[src/rtl/axis_frame_stats_acc.sv]
// Per-frame beat counter, modulo-2^DATA_WIDTH sum and sticky error flags.
// Optional strobe checking is enabled by defining AXIS_FRAME_CHECKER_STRB_CHECK_EN.
module axis_frame_stats_acc #(
   parameter int DATA_WIDTH = 32,
   parameter int CNT_WIDTH  = 13,
   parameter int MAX_FRAME  = 4096
) (
   input  logic                    i_clk,
   input  logic                    i_rst,
   input  logic                    i_clear,
   input  logic                    i_accept,
   input  logic [DATA_WIDTH-1:0]   i_data,
   input  logic [DATA_WIDTH/8-1:0] i_strb,
   input  logic                    i_last,
   output logic [CNT_WIDTH-1:0]    o_count,
   output logic [DATA_WIDTH-1:0]   o_sum,
   output logic                    o_overflow,
   output logic                    o_strb_err,
   output logic                    o_at_limit
);

   localparam logic [CNT_WIDTH-1:0] LIMIT_M1 = CNT_WIDTH'(MAX_FRAME - 1);

   logic [CNT_WIDTH-1:0]  r_count;
   logic [DATA_WIDTH-1:0] r_sum;
   logic                  r_overflow;

   // The next accepted beat would be the MAX_FRAME-th one.
   assign o_at_limit = (r_count == LIMIT_M1);

   // Count beats, accumulate data (carry dropped), flag a frame cut at MAX_FRAME.
   always_ff @(posedge i_clk) begin
      if (i_rst || i_clear) begin
         r_count    <= '0;
         r_sum      <= '0;
         r_overflow <= 1'b0;
      end else if (i_accept) begin
         r_count <= r_count + 1'b1;
         r_sum   <= r_sum + i_data;
         if (!i_last && o_at_limit)
            r_overflow <= 1'b1;
      end
   end

   assign o_count    = r_count;
   assign o_sum      = r_sum;
   assign o_overflow = r_overflow;

`ifdef AXIS_FRAME_CHECKER_STRB_CHECK_EN
   logic r_strb_err;

   // Any accepted beat with a partial strobe marks the whole frame.
   always_ff @(posedge i_clk) begin
      if (i_rst || i_clear)
         r_strb_err <= 1'b0;
      else if (i_accept && (i_strb != '1))
         r_strb_err <= 1'b1;
   end

   assign o_strb_err = r_strb_err;
`else
   logic w_unused_strb;
   assign w_unused_strb = ^i_strb;
   assign o_strb_err    = 1'b0;
`endif

endmodule

[config.mk]
export PLATFORM = sky130hd
export DESIGN_NAME = axis_frame_stats_acc
export DESIGN_NICKNAME = d
export VERILOG_FILES = /design/src/rtl/axis_frame_stats_acc.sv
export SDC_FILE = /design/constraint.sdc
export NUM_CORES = 1
export LEC_CHECK = 0
export BUFFER_PORTS_ARGS = -buffer_cell sky130_fd_sc_hd__clkbuf_2
export CORE_ASPECT_RATIO = 1.4
export CORE_MARGIN = 4
export CORE_UTILIZATION = 54
export DETAILED_ROUTE_END_ITERATION = 12
export PLACE_DENSITY = 0.92
export SETUP_SLACK_MARGIN = 0.05
export SYNTH_ARGS = -nofsm -noshare
export SYNTH_HDL_FRONTEND = slang
export SYNTH_SLANG_ARGS = --single-unit
[constraint.sdc]
create_clock -name i_clk -period 3 [get_ports i_clk]
set_input_delay 0.3 -clock i_clk [delete_from_list [all_inputs] [get_ports i_clk]]
set_output_delay 0.3 -clock i_clk [all_outputs]
set_load 0.005 [all_outputs]
# Word-level counts from Yosys, hierarchy flattened
# Cells that the tools add are included.
word_totals:
  regBits: 46
  latchBits: 0
  ramBits: 0
  romBits: 0
  in_bits: 41
  out_inout_bits: 48
  n_memories: 0
op_classes:
  add_sub_neg: 2
  multipliers: 0
  div_mod_pow: 0
  order_cmp: 0
  n_eq_ne: 1
  n_shift: 0
  n_mux: 0
  n_bitwise: 0
  reduce_logical: 4
ops:
  columns: ["cell", "n"]
  rows:
  - ["$add A32 B32 Y32", 1]
  - ["$add A13 B1 Y13 const B", 1]
  - ["$eq A13 B12 Y1 const B", 1]
  - ["$reduce_and A2 Y1", 1]
  - ["$logic_and A1 B1 Y1", 1]
  - ["$logic_not A1 Y1", 1]
  - ["$logic_or A1 B1 Y1", 1]

# Depth between registers and ports, before layout
# Gate-level depths: netlist of run 1.
depth:
  ltp_word: 3
  depth_mapped: 9
  depth_no_buf: 9

# Worst setup path after synthesis of run 1
# No wires, ideal clock.
synth_timing:
  kind: "flip-flop to flip-flop"
  from: "reg r_sum[0], in the netlist o_sum[0]"
  to: "reg r_sum[16], in the netlist o_sum[16]"
  arrival_ps: 2033
  setup_slack_ps: 834
  path_stages_with_launch: 10
  path_buffers: 0
  synth_period_minus_slack_ps: 2166
  path_cell_list: "dfxtp_1 ha_1 fa_1 a21oi_1 o211ai_2 a21oi_1 o21ai_1 a21oi_1 xnor2_1 o22ai_1"
synth_via:
  elab_chain_len: 1
synth_lines:
  columns: ["element", "line_no", "source"]
  rows:
  - ["start, declared", "25", "logic [DATA_WIDTH-1:0] r_sum;"]
  - ["start signal, assigned", "39", "r_sum <= r_sum + i_data;"]
  - ["$add A32 B32 Y32", "39", null]
# No other way between the ends.
# A chain may end at the register's enable or synchronous reset.

# Worst setup path after layout of run 1
layout_timing:
  from: "reg r_sum[0], in the netlist o_sum[0]"
  to: "reg r_sum[24], in the netlist o_sum[24]"
# Same word-level chain as after synthesis.

==> results.cfg, run 1 <==
[status]
outcome = finished, final reports clean

[placement]
port-buffer-count = 83
gp_congestion = 0.9440
dp_hpwl_um = 7343

[yosys]
synthMuxAreaShare = 0.03936
syn-num-nets = 505
synthSimpleGateAreaFrac = 0.2173
synth-adder-area-share = 0.1170
synthFlopType = dfxtp_1
synth_top_family_by_area = compound AO/OA/AOI/OAI gates
synth_compound_area_frac = 0.2515
ys_seq_area_frac = 0.2564
syn_area_sq_um = 3592
netlist-cell-type-count = 71
synth-xor-area-share = 0.07558
avgSynthCellArea_sq_um = 8.335
netlist_instances = 431
ys_seq_elements = 46
yosys_warnings = 0
ys_async_sr_fraction = 0
synth_enable_flop_cells = 0

[drt]
drt_pre_antenna_iters = 7
wl_per_cell_um = 16.30
drt-vias-per-instance = 6.160
drt-total-wl_um = 9453
top_layer = met4
wl_met2_um = 5025
antenna_left = 0
drc = 0
vias = 3573
met3RoutedLength_um = 563
wl_met1_um = 3649
drt_iter0_drc = 176

[critical_path]
path_buf_inv = 0
regToRegSetupSlack_ns = 0.56
worstPathCellList = ha_1 -> fa_1 -> a21oi_1 -> o211ai_2 -> nand3_2 -> nand3_2 -> a31oi_2 -> o21ai_0 -> a211o_1
critPathRequiredTime_ns = 3.20
cp_max_fo = 4
r2r-start = o_sum[0]$_SDFFE_PP0P_
critPathTopFamily = compound AO/OA/AOI/OAI gates
cp_slowest_cell = fa_1
slowest_delay_ns = 0.40
startpoint_type = register
arrival_ns = 2.64
critPathCaptureType = register
crit_path_frequent_cell = nand3_2
crit_type = register to register
reg2regPathDepth = 9
r2r_end = o_sum[24]$_SDFFE_PP0P_

[clocking]
htreeDepth = 2
clk_pin_slew_worst_paths_ns = 0.09
postCtsHoldBufs = 0
cts_made_buffers = 5
cts_tree = yes
clock_path_buffers = 2
post_cts_buffers = 0
clock_tree.root_cell = clkbuf_8
cts_resized = 0
clock_sinks = 46
clock_latency_ns = 0.30

[cells_and_area]
multi_input_area_sq_um = 2521
num-fill-cells = 548
area_growth_pct = 14.49
drive_above_1_share = 0.2559
diodes = 0
register_area_sq_um = 920.9
nets = 581
layout_commonest_cell = clkbuf_2
mostFrequentLayoutCells = clkbuf_2 (83), nor2_1 (46), dfxtp_1 (46)
post-route-util = 0.6488

[floorplan]
core_area_sq_um = 6339
pin_count = 89
row_count = 34
chipHeight_um = 104.5
dieArea_sq_um = 8040
die_x_um = 76.93
start_util = 0.5667

[global_routing]
track_usage = 0.2321
overflow = 0
grt_pass1_wl_um = 15720
grt_pass1_vias = 3551
grt_max_degree = 23
antenna_found_initial = 0

[power]
cellPowerDensity_nw_per_um2 = 373.2
power.share.switching = 0.3191
p_sw_mw = 0.4897
p_seq_frac = 0.424
pwr-share-comb = 0.269
ir_drop_v = 0.0002013
internal-power_mw = 1.045
p_leak_nw = 1.899
p_clk_frac = 0.308

[timing]
rsz0062_at_grt = no
final.period_utilization = 0.8124
skew_ns = 0.01034
fmax_mhz = 410.3
period_needed_ns = 2.437
whs_ns = 0.3373
hold_viol_final = 0
maxSlewViolCount = 0
fin_setup_tns_ns = 0
finalSetupViolations = 0

[worst_hold_path]
hold_path_class = input port to register
whs_endpoint = o_overflow$_SDFFE_PP0P_
min_from = i_last
hold_depth = 4

[job]
drv_cap = 0
cells in the mapped netlist (all sizes together), types with 2 or more instances:
cell | count | share of area
a22oi | 2 | 0.0056
xor2 | 18 | 0.044
inv | 7 | 0.0073
nand3 | 23 | 0.038
a21oi | 41 | 0.065
a31oi | 8 | 0.020
o21ai | 27 | 0.040
xnor2 | 13 | 0.032
a211oi | 4 | 0.0098
dfxtp | 46 | 0.26
or3 | 7 | 0.012
and4 | 2 | 0.0056
nor2 | 46 | 0.048
and2 | 3 | 0.0056
nor4 | 3 | 0.0052
nor3 | 6 | 0.0084
mux2i | 13 | 0.036
a21o | 13 | 0.029
or4 | 2 | 0.0052
o211ai | 7 | 0.021
and3 | 3 | 0.0052
buf | 10 | 0.026
nand4 | 13 | 0.024
clkbuf | 8 | 0.0087
a211o | 2 | 0.0049
or2 | 3 | 0.0052
nor2b | 3 | 0.0052
o21a | 2 | 0.0042
o21bai | 4 | 0.0094
ha | 32 | 0.11
o22ai | 4 | 0.0070
nand2 | 39 | 0.041
stage by stage:
| step | power [mW] | std cells | worst slack, ns | cell area (sq um) |
|---|---|---|---|---|
| global placement | 1.058 | 572 | 0.5365 | 4004 |
| detailed placement | 1.068 | 572 | 0.4795 | 4004 |
| CTS | 1.542 | 580 | 0.5557 | 4113 |
| global route | 1.609 | 580 | 0.3209 | 4113 |
| floorplan | 0.9665 | 431 | 0.8341 | 3592 |
| finish | 1.535 | 580 | 0.5627 | 4113 |
flip-flops by register name, summed over array words and instances, names as in the netlist:
register and count:
o_sum 32, o_overflow 1, o_count 13
area by class of cell:
type | instances | share of cell area
Multi-Input combinational cell | 360 | 0.6130
Sequential cell | 46 | 0.2239
Timing Repair Buffer | 87 | 0.1083
Tap cell | 72 | 0.02190
Clock buffer | 5 | 0.01673
Clock inverter | 3 | 0.009735
Inverter | 7 | 0.006389
per-layer routing:
metal	vias up	global-route usage
li1	1727	-
met2	132	0.4264
met5	-	0
met1	1690	0.2600
met4	0	0.1062
met3	24	0.03293
worst register-to-register path, delay by kind of cell (launching register included):
kind                     cells  cell delay, ns
adder cells (fa/ha/maj)      2            0.61
flip-flops                   1            0.33
AND/OR/NAND/NOR              2            0.23
AO/OA/AOI/OAI                5            1.17
cells by family (layout without fill, tap and decap cells):
kind of cell | Yosys count | in the layout
buffers and inverters | 25 | 102
flip-flops | 46 | 46
XOR/XNOR | 31 | 31
AND/OR/NAND/NOR | 157 | 157
adder cells (fa/ha/maj) | 33 | 33
AO/OA/AOI/OAI | 124 | 124
other | 1 | 1
multiplexers | 14 | 14
power groups by stage:
stage	sequential, mW	clock, mW	combinational [mW]
5_1_grt	0.654	0.500	0.456
4_1_cts	0.650	0.483	0.409
3_5_place_dp	0.664	0	0.404
3_3_place_gp	0.663	0	0.395
6_report	0.650	0.472	0.412
2_1_floorplan	0.663	0	0.303
worst max path at each step:
| stage | slack [ns] | cells past startpoint | from | endpoint |
|---|---|---|---|---|
| after detailed placement | 0.48 | 10 | i_data[0] | o_sum[24]$_SDFFE_PP0P_ |
| after floorplan | 0.83 | 9 | o_sum[0]$_SDFFE_PP0P_ | o_sum[16]$_SDFFE_PP0P_ |
| after global routing | 0.32 | 9 | o_sum[0]$_SDFFE_PP0P_ | o_sum[16]$_SDFFE_PP0P_ |
| after global placement | 0.54 | 10 | i_data[0] | o_sum[16]$_SDFFE_PP0P_ |
| after CTS | 0.56 | 9 | o_sum[0]$_SDFFE_PP0P_ | o_sum[24]$_SDFFE_PP0P_ |
| final | 0.56 | 9 | o_sum[0]$_SDFFE_PP0P_ | o_sum[24]$_SDFFE_PP0P_ |
No activity file was read; power rests on OpenSTA's default activity.
==> run 2, diff against run 1 <==
--- a/config.mk
+++ b/config.mk
@@ -5,12 +5,13 @@
 export SDC_FILE = /design/constraint.sdc
 export NUM_CORES = 1
 export LEC_CHECK = 0
+export ABC_AREA = 1
 export BUFFER_PORTS_ARGS = -buffer_cell sky130_fd_sc_hd__clkbuf_2
 export CORE_ASPECT_RATIO = 1.4
 export CORE_MARGIN = 4
-export CORE_UTILIZATION = 54
+export CORE_UTILIZATION = 56
 export DETAILED_ROUTE_END_ITERATION = 12
-export PLACE_DENSITY = 0.92
+export PLACE_DENSITY = 0.93
 export SETUP_SLACK_MARGIN = 0.05
 export SYNTH_ARGS = -nofsm -noshare
 export SYNTH_HDL_FRONTEND = slang
==> constraint.sdc (replaced) <==
create_clock -name i_clk -period 2.3 [get_ports i_clk]
set_input_delay 0.23 -clock i_clk [delete_from_list [all_inputs] [get_ports i_clk]]
set_output_delay 0.23 -clock i_clk [all_outputs]
set_load 0.005 [all_outputs]
==> run 2 against run 1 <==
  * Area after synthesis increased by 17%
  * Largest cell class unchanged
  * Combinational power increased by 42%
  * Global-route usage increased by 1.8 points
  * Power increased by 28%
  * Utilization increased by 0.67 points
  * Maximum frequency increased by 18%
  * Largest power group unchanged
  * Non-clock buffer count unchanged
  * Clock power increased by 13%
  * Register-to-register slack got worse by 0.33 ns
  * Via count increased by 29%
  * Routed wire length increased by 13%
==> results.cfg, run 2 <==
[status]
outcome = finished, final reports clean

[floorplan]
start_util = 0.5732
row_count = 37
core_area_sq_um = 7315
chipHeight_um = 110.4
die_x_um = 81.13
pin_count = 89
dieArea_sq_um = 8955

[cells_and_area]
diodes = 0
nets = 916
mostFrequentLayoutCells = nand2_1 (254), inv_1 (140), nor2_1 (113)
layout_commonest_cell = nand2_1
largest_reg_flops = 32
num-fill-cells = 761
area_growth_pct = 14.35
stdcell_count = 940
drive_above_1_share = 0.1352
design_area_sq_um = 4795

[yosys]
synth-xor-area-share = 0.03342
synth_enable_flop_cells = 0
netlist-cell-type-count = 30
synth_top_cell_area_share = 0.2274
synth_top_family_by_area = simple AND/OR/NAND/NOR gates
synthSimpleGateAreaFrac = 0.4136
avgSynthCellArea_sq_um = 5.510
synthMuxAreaShare = 0
netlist_instances = 761
ys_seq_elements = 46
yosys_warnings = 0
syn-num-nets = 835
ys_async_sr_fraction = 0
synthTopCellsByCount = nand2_1 (254), inv_1 (140), nor2_1 (113)
synth_top_area_cell = nand2_1
syn_area_sq_um = 4193
ys_seq_area_frac = 0.2196
synth.most_common_cell = nand2_1
synthFlopType = dfxtp_1
synth_area_leaders = nand2_1 (23%), dfxtp_1 (22%), inv_1 (13%), nor2_1 (10%), ha_1 (9.5%)
synth_compound_area_frac = 0.07759
synth-adder-area-share = 0.1003

[drt]
drt_pre_antenna_iters = 5
drc = 0
drt-total-wl_um = 10640
drt_iter0_drc = 191
vias = 4612
antenna_left = 0
drt-vias-per-instance = 4.906
wl_per_cell_um = 11.32

[worst_hold_path]
whs_endpoint = o_overflow$_SDFFE_PP0P_
min_from = i_last
hold_depth = 3
hold_path_class = input port to register

[clocking]
htreeDepth = 2
clock_sinks = 46
cts_tree = yes
clk_pin_slew_worst_paths_ns = 0.10
cts_made_buffers = 5
clock_tree.root_cell = clkbuf_8
clock_latency_ns = 0.32
clock_path_buffers = 2
postCtsHoldBufs = 0

[timing]
fin_setup_tns_ns = 0
rsz0062_at_grt = no
fmax_mhz = 482.7
whs_ns = 0.2074
worst_pin_slew_ns = 0.5593
final.period_utilization = 0.9007
period_needed_ns = 2.072
hold_viol_final = 0
skew_ns = 0.01171
finalSetupViolations = 0
slew_headroom = 0.6271
maxSlewViolCount = 0
setup_ws_ns = 0.2283

[placement]
place_area_sq_um = 4702
dp_hpwl_um = 8794
preCtsSetupSlack_ns = 0.1569
gp_congestion = 0.9714
placed_cells = 932
port-buffer-count = 83

[critical_path]
regToRegSetupSlack_ns = 0.23
crit_type = register to register
reg2regPathDepth = 12
startpoint_type = register
critPathCaptureType = register
cp_max_fo = 4
r2r_end = o_sum[20]$_SDFFE_PP0P_
r2r-start = o_sum[0]$_SDFFE_PP0P_
critPathRequiredTime_ns = 2.53
arrival_ns = 2.30

[power]
ir_drop_v = 0.0002597
cellPowerDensity_nw_per_um2 = 410.1
p_leak_nw = 3.051

[global_routing]
grt_pass1_wl_um = 17600
overflow = 0
grt_max_degree = 54
grt_pass1_vias = 4154
antenna_found_initial = 0
track_usage = 0.2504

[job]
drv_cap = 0
==> run 2: cell count changes in the layout (fill, tap and decap cells not counted), moves of 12 or more <==
cell     change
nand3_1     +30
nand2_1    +216
inv_1      +133
inv_2       +12
xnor2_1     -12
nor2_1      +67
mux2i_1     -13
==> run 2: cell type report <==
type / instances / area [sq um] / share of cell area
clock inverters: 3 / 21.27 / 0.004436
flip-flops and latches: 46 / 920.9 / 0.1921
well taps: 97 / 121.4 / 0.02531
repair buffers: 87 / 445.4 / 0.09290
multi-input cells: 546 / 2626 / 0.5478
clock buffers: 5 / 68.82 / 0.01435
inverters: 156 / 590.6 / 0.1232
==> run 2: where the power goes <==
group | internal, mW | switching (mW)
clock | 0.214 | 0.316
combinational | 0.218 | 0.369
sequential | 0.825 | 0.0243
total | 1.26 | 0.710
==> run 2: how the worst max path moves through the flow <==
stage	startpoint	to	cells past startpoint
after floorplan	o_sum[0]$_SDFFE_PP0P_	o_sum[20]$_SDFFE_PP0P_	12
after global placement	i_data[0]	o_sum[20]$_SDFFE_PP0P_	13
after detailed placement	i_data[0]	o_sum[20]$_SDFFE_PP0P_	13
after CTS	o_sum[0]$_SDFFE_PP0P_	o_sum[20]$_SDFFE_PP0P_	12
after global routing	o_sum[0]$_SDFFE_PP0P_	o_sum[28]$_SDFFE_PP0P_	12
final	o_sum[0]$_SDFFE_PP0P_	o_sum[20]$_SDFFE_PP0P_	12
==> run 2: layer usage <==
layer / global-route usage / vias up / wire (um)
met3: 0.03008 / 32 / 502
met2: 0.4718 / 119 / 5463
met4: 0.1280 / 0 / 447
met1: 0.2683 / 1999 / 4229
li1: - / 2462 / -
met5: 0 / - / 0
==> run 2: per-stage QoR <==
stage | util | power (mW)
6_report | 0.6555 | 1.966
3_5_place_dp | 0.6428 | 1.452
3_3_place_gp | 0.6428 | 1.441
4_1_cts | 0.6551 | 1.988
5_1_grt | 0.6555 | 2.097
2_1_floorplan | - | 1.286
==> run 2: cells by family after synthesis <==
| kind of cell | after synthesis |
|---|---|
| adder cells (fa/ha/maj) | 33 |
| flip-flops | 46 |
| AO/OA/AOI/OAI | 62 |
| XOR/XNOR | 16 |
| other | 1 |
| buffers and inverters | 169 |
| AND/OR/NAND/NOR | 434 |
==> run 2: repair_timing <==
action,in CTS,in global routing
setup buffers,0,0
endpoints found under the setup margin,0,2
gates resized for setup,0,1
==> run 2: worst max-delay path, stage by stage, from the launching register on <==
cell,delay [ns]
dfxtp_1,0.34
ha_1,0.23
fa_2,0.39
nand3_1,0.10
nand3_1,0.15
nand3_1,0.11
nand3_1,0.19
nand3_1,0.17
nand2_1,0.06
nand2_1,0.05
nand3_1,0.06
nand2_1,0.08
inv_1,0.03
==> run 3, diff against run 2 <==
--- a/config.mk
+++ b/config.mk
@@ -7,7 +7,7 @@
 export LEC_CHECK = 0
 export ABC_AREA = 1
 export BUFFER_PORTS_ARGS = -buffer_cell sky130_fd_sc_hd__clkbuf_2
-export CORE_ASPECT_RATIO = 1.4
+export CORE_ASPECT_RATIO = 0.6
 export CORE_MARGIN = 4
 export CORE_UTILIZATION = 56
 export DETAILED_ROUTE_END_ITERATION = 12
==> run 3 against run 2 <==
  * Count of clock-buffer cells in the layout unchanged
  * Sequential power about the same
  * Design area up 1.1%
  * Routed wire length up 4.3%
  * Largest power group unchanged
  * Hold slack better by 0.028 ns
  * Maximum frequency up 1.3%
  * Clock skew about the same
  * Sequential share of layout area down 0.22 points
==> results.cfg, run 3 (synthesis results as in run 2) <==
[status]
outcome = finished, final reports clean

[cells_and_area]
num-fill-cells = 732
layout_commonest_cell = nand2_1
nets = 914
largest_reg_flops = 32
diodes = 0
area_growth_pct = 15.67
drive_above_1_share = 0.1344
mostFrequentLayoutCells = nand2_1 (253), inv_1 (140), nor2_1 (113)

[timing]
hold_viol_final = 0
setup_ws_ns = 0.2555
worst_pin_slew_ns = 0.5424
final.period_utilization = 0.8889
fmax_mhz = 489.1
skew_ns = 0.01165
fin_setup_tns_ns = 0
period_needed_ns = 2.045
rsz0062_at_grt = no
slew_headroom = 0.6384
finalSetupViolations = 0
maxSlewViolCount = 0

[drt]
antenna_left = 0
drt-vias-per-instance = 4.932
drc = 0
drt_pre_antenna_iters = 5
wl_per_cell_um = 11.75
vias = 4661
drt-total-wl_um = 11100
drt_iter0_drc = 424

[placement]
dp_hpwl_um = 8921
port-buffer-count = 83
preCtsSetupSlack_ns = 0.2052
gp_congestion = 1.012

[clocking]
post_cts_buffers = 0
clock_sinks = 46
htreeDepth = 2
clk_pin_slew_worst_paths_ns = 0.07
clock_latency_ns = 0.29
cts_tree = yes
clock_tree.root_cell = clkbuf_16
cts_made_buffers = 5
clock_path_buffers = 2

[power]
ir_drop_v = 0.0002921
p_leak_nw = 3.076
cellPowerDensity_nw_per_um2 = 450.1

[global_routing]
antenna_found_initial = 0
grt_pass1_vias = 3964
grt_max_degree = 54
track_usage = 0.2552
grt_pass1_wl_um = 18460
overflow = 0

[floorplan]
start_util = 0.5770
core_area_sq_um = 7267
chipHeight_um = 75.03
pin_count = 89
die_x_um = 119.7
dieArea_sq_um = 8981
row_count = 24

[critical_path]
arrival_ns = 2.24
crit_type = register to register
reg2regPathDepth = 12
critPathCaptureType = register
critPathRequiredTime_ns = 2.49
startpoint_type = register
cp_max_fo = 4

[job]
drv_cap = 0

[worst_hold_path]
hold_path_class = input port to register
hold_depth = 4
==> run 3: timing repair <==
item | in CTS | in global routing
gates resized for setup | 0 | 2
hold buffers | 0 | 0
endpoints found under the setup margin | 0 | 2
==> run 3: final timing paths <==
| check | start | to | slack, ns |
|---|---|---|---|
| max | o_sum[0]$_SDFFE_PP0P_ | o_sum[20]$_SDFFE_PP0P_ | 0.26 |
| min | i_rst | o_count[2]$_SDFFE_PP0P_ | 0.24 |
| max reg2reg | o_sum[0]$_SDFFE_PP0P_ | o_sum[20]$_SDFFE_PP0P_ | 0.26 |
| min reg2reg | o_overflow$_SDFFE_PP0P_ | o_overflow$_SDFFE_PP0P_ | 0.48 |
==> run 3: cell type report <==
| type | instances | area, sq um | area share |
|---|---|---|---|
| Multi-Input combinational cell | 546 | 2631 | 0.5426 |
| Sequential cell | 46 | 920.9 | 0.1899 |
| Inverter | 156 | 590.6 | 0.1218 |
| Timing Repair Buffer | 85 | 430.4 | 0.08875 |
| Tap cell | 104 | 130.1 | 0.02683 |
| Clock buffer | 5 | 125.1 | 0.02580 |
| Clock inverter | 3 | 21.27 | 0.004386 |
==> run 3: per-stage QoR <==
| stage | instance area, sq um | instances | total power, mW | hold slack, ns | util |
|---|---|---|---|---|---|
| after floorplan | 4193 | 761 | 1.286 | 0.4065 | - |
| after global routing | 4850 | 945 | 2.327 | 0.2547 | 0.6674 |
| after CTS | 4842 | 945 | 2.193 | 0.2308 | 0.6663 |
| final | 4850 | 945 | 2.183 | 0.2350 | 0.6674 |
| after global placement | 4696 | 937 | 1.440 | 0.4461 | 0.6462 |
| after detailed placement | 4696 | 937 | 1.453 | 0.4690 | 0.6462 |
==> run 3: power by group <==
group / internal (mW) / switching (mW)
clock network: 0.403 / 0.333
registers: 0.825 / 0.0246
logic: 0.216 / 0.381
==> run 3: worst max-delay path, stage by stage, from the launching register on <==
cell,delay [ns]
dfxtp_1,0.32
ha_1,0.22
fa_1,0.47
nand3_1,0.12
nand3_1,0.13
nand3_1,0.11
nand3_2,0.13
nand3_1,0.12
nand2_1,0.06
nand2_1,0.06
nand3_1,0.07
nand2_1,0.09
inv_1,0.04
==> run 3: routing by layer <==
| layer | global-route usage | wire [um] | vias up |
|---|---|---|---|
| li1 | - | - | 2453 |
| met1 | 0.3791 | 5462 | 2007 |
| met2 | 0.3825 | 4371 | 188 |
| met3 | 0.04655 | 1140 | 13 |
| met4 | 0.06726 | 129 | 0 |
| met5 | 0 | 0 | - |
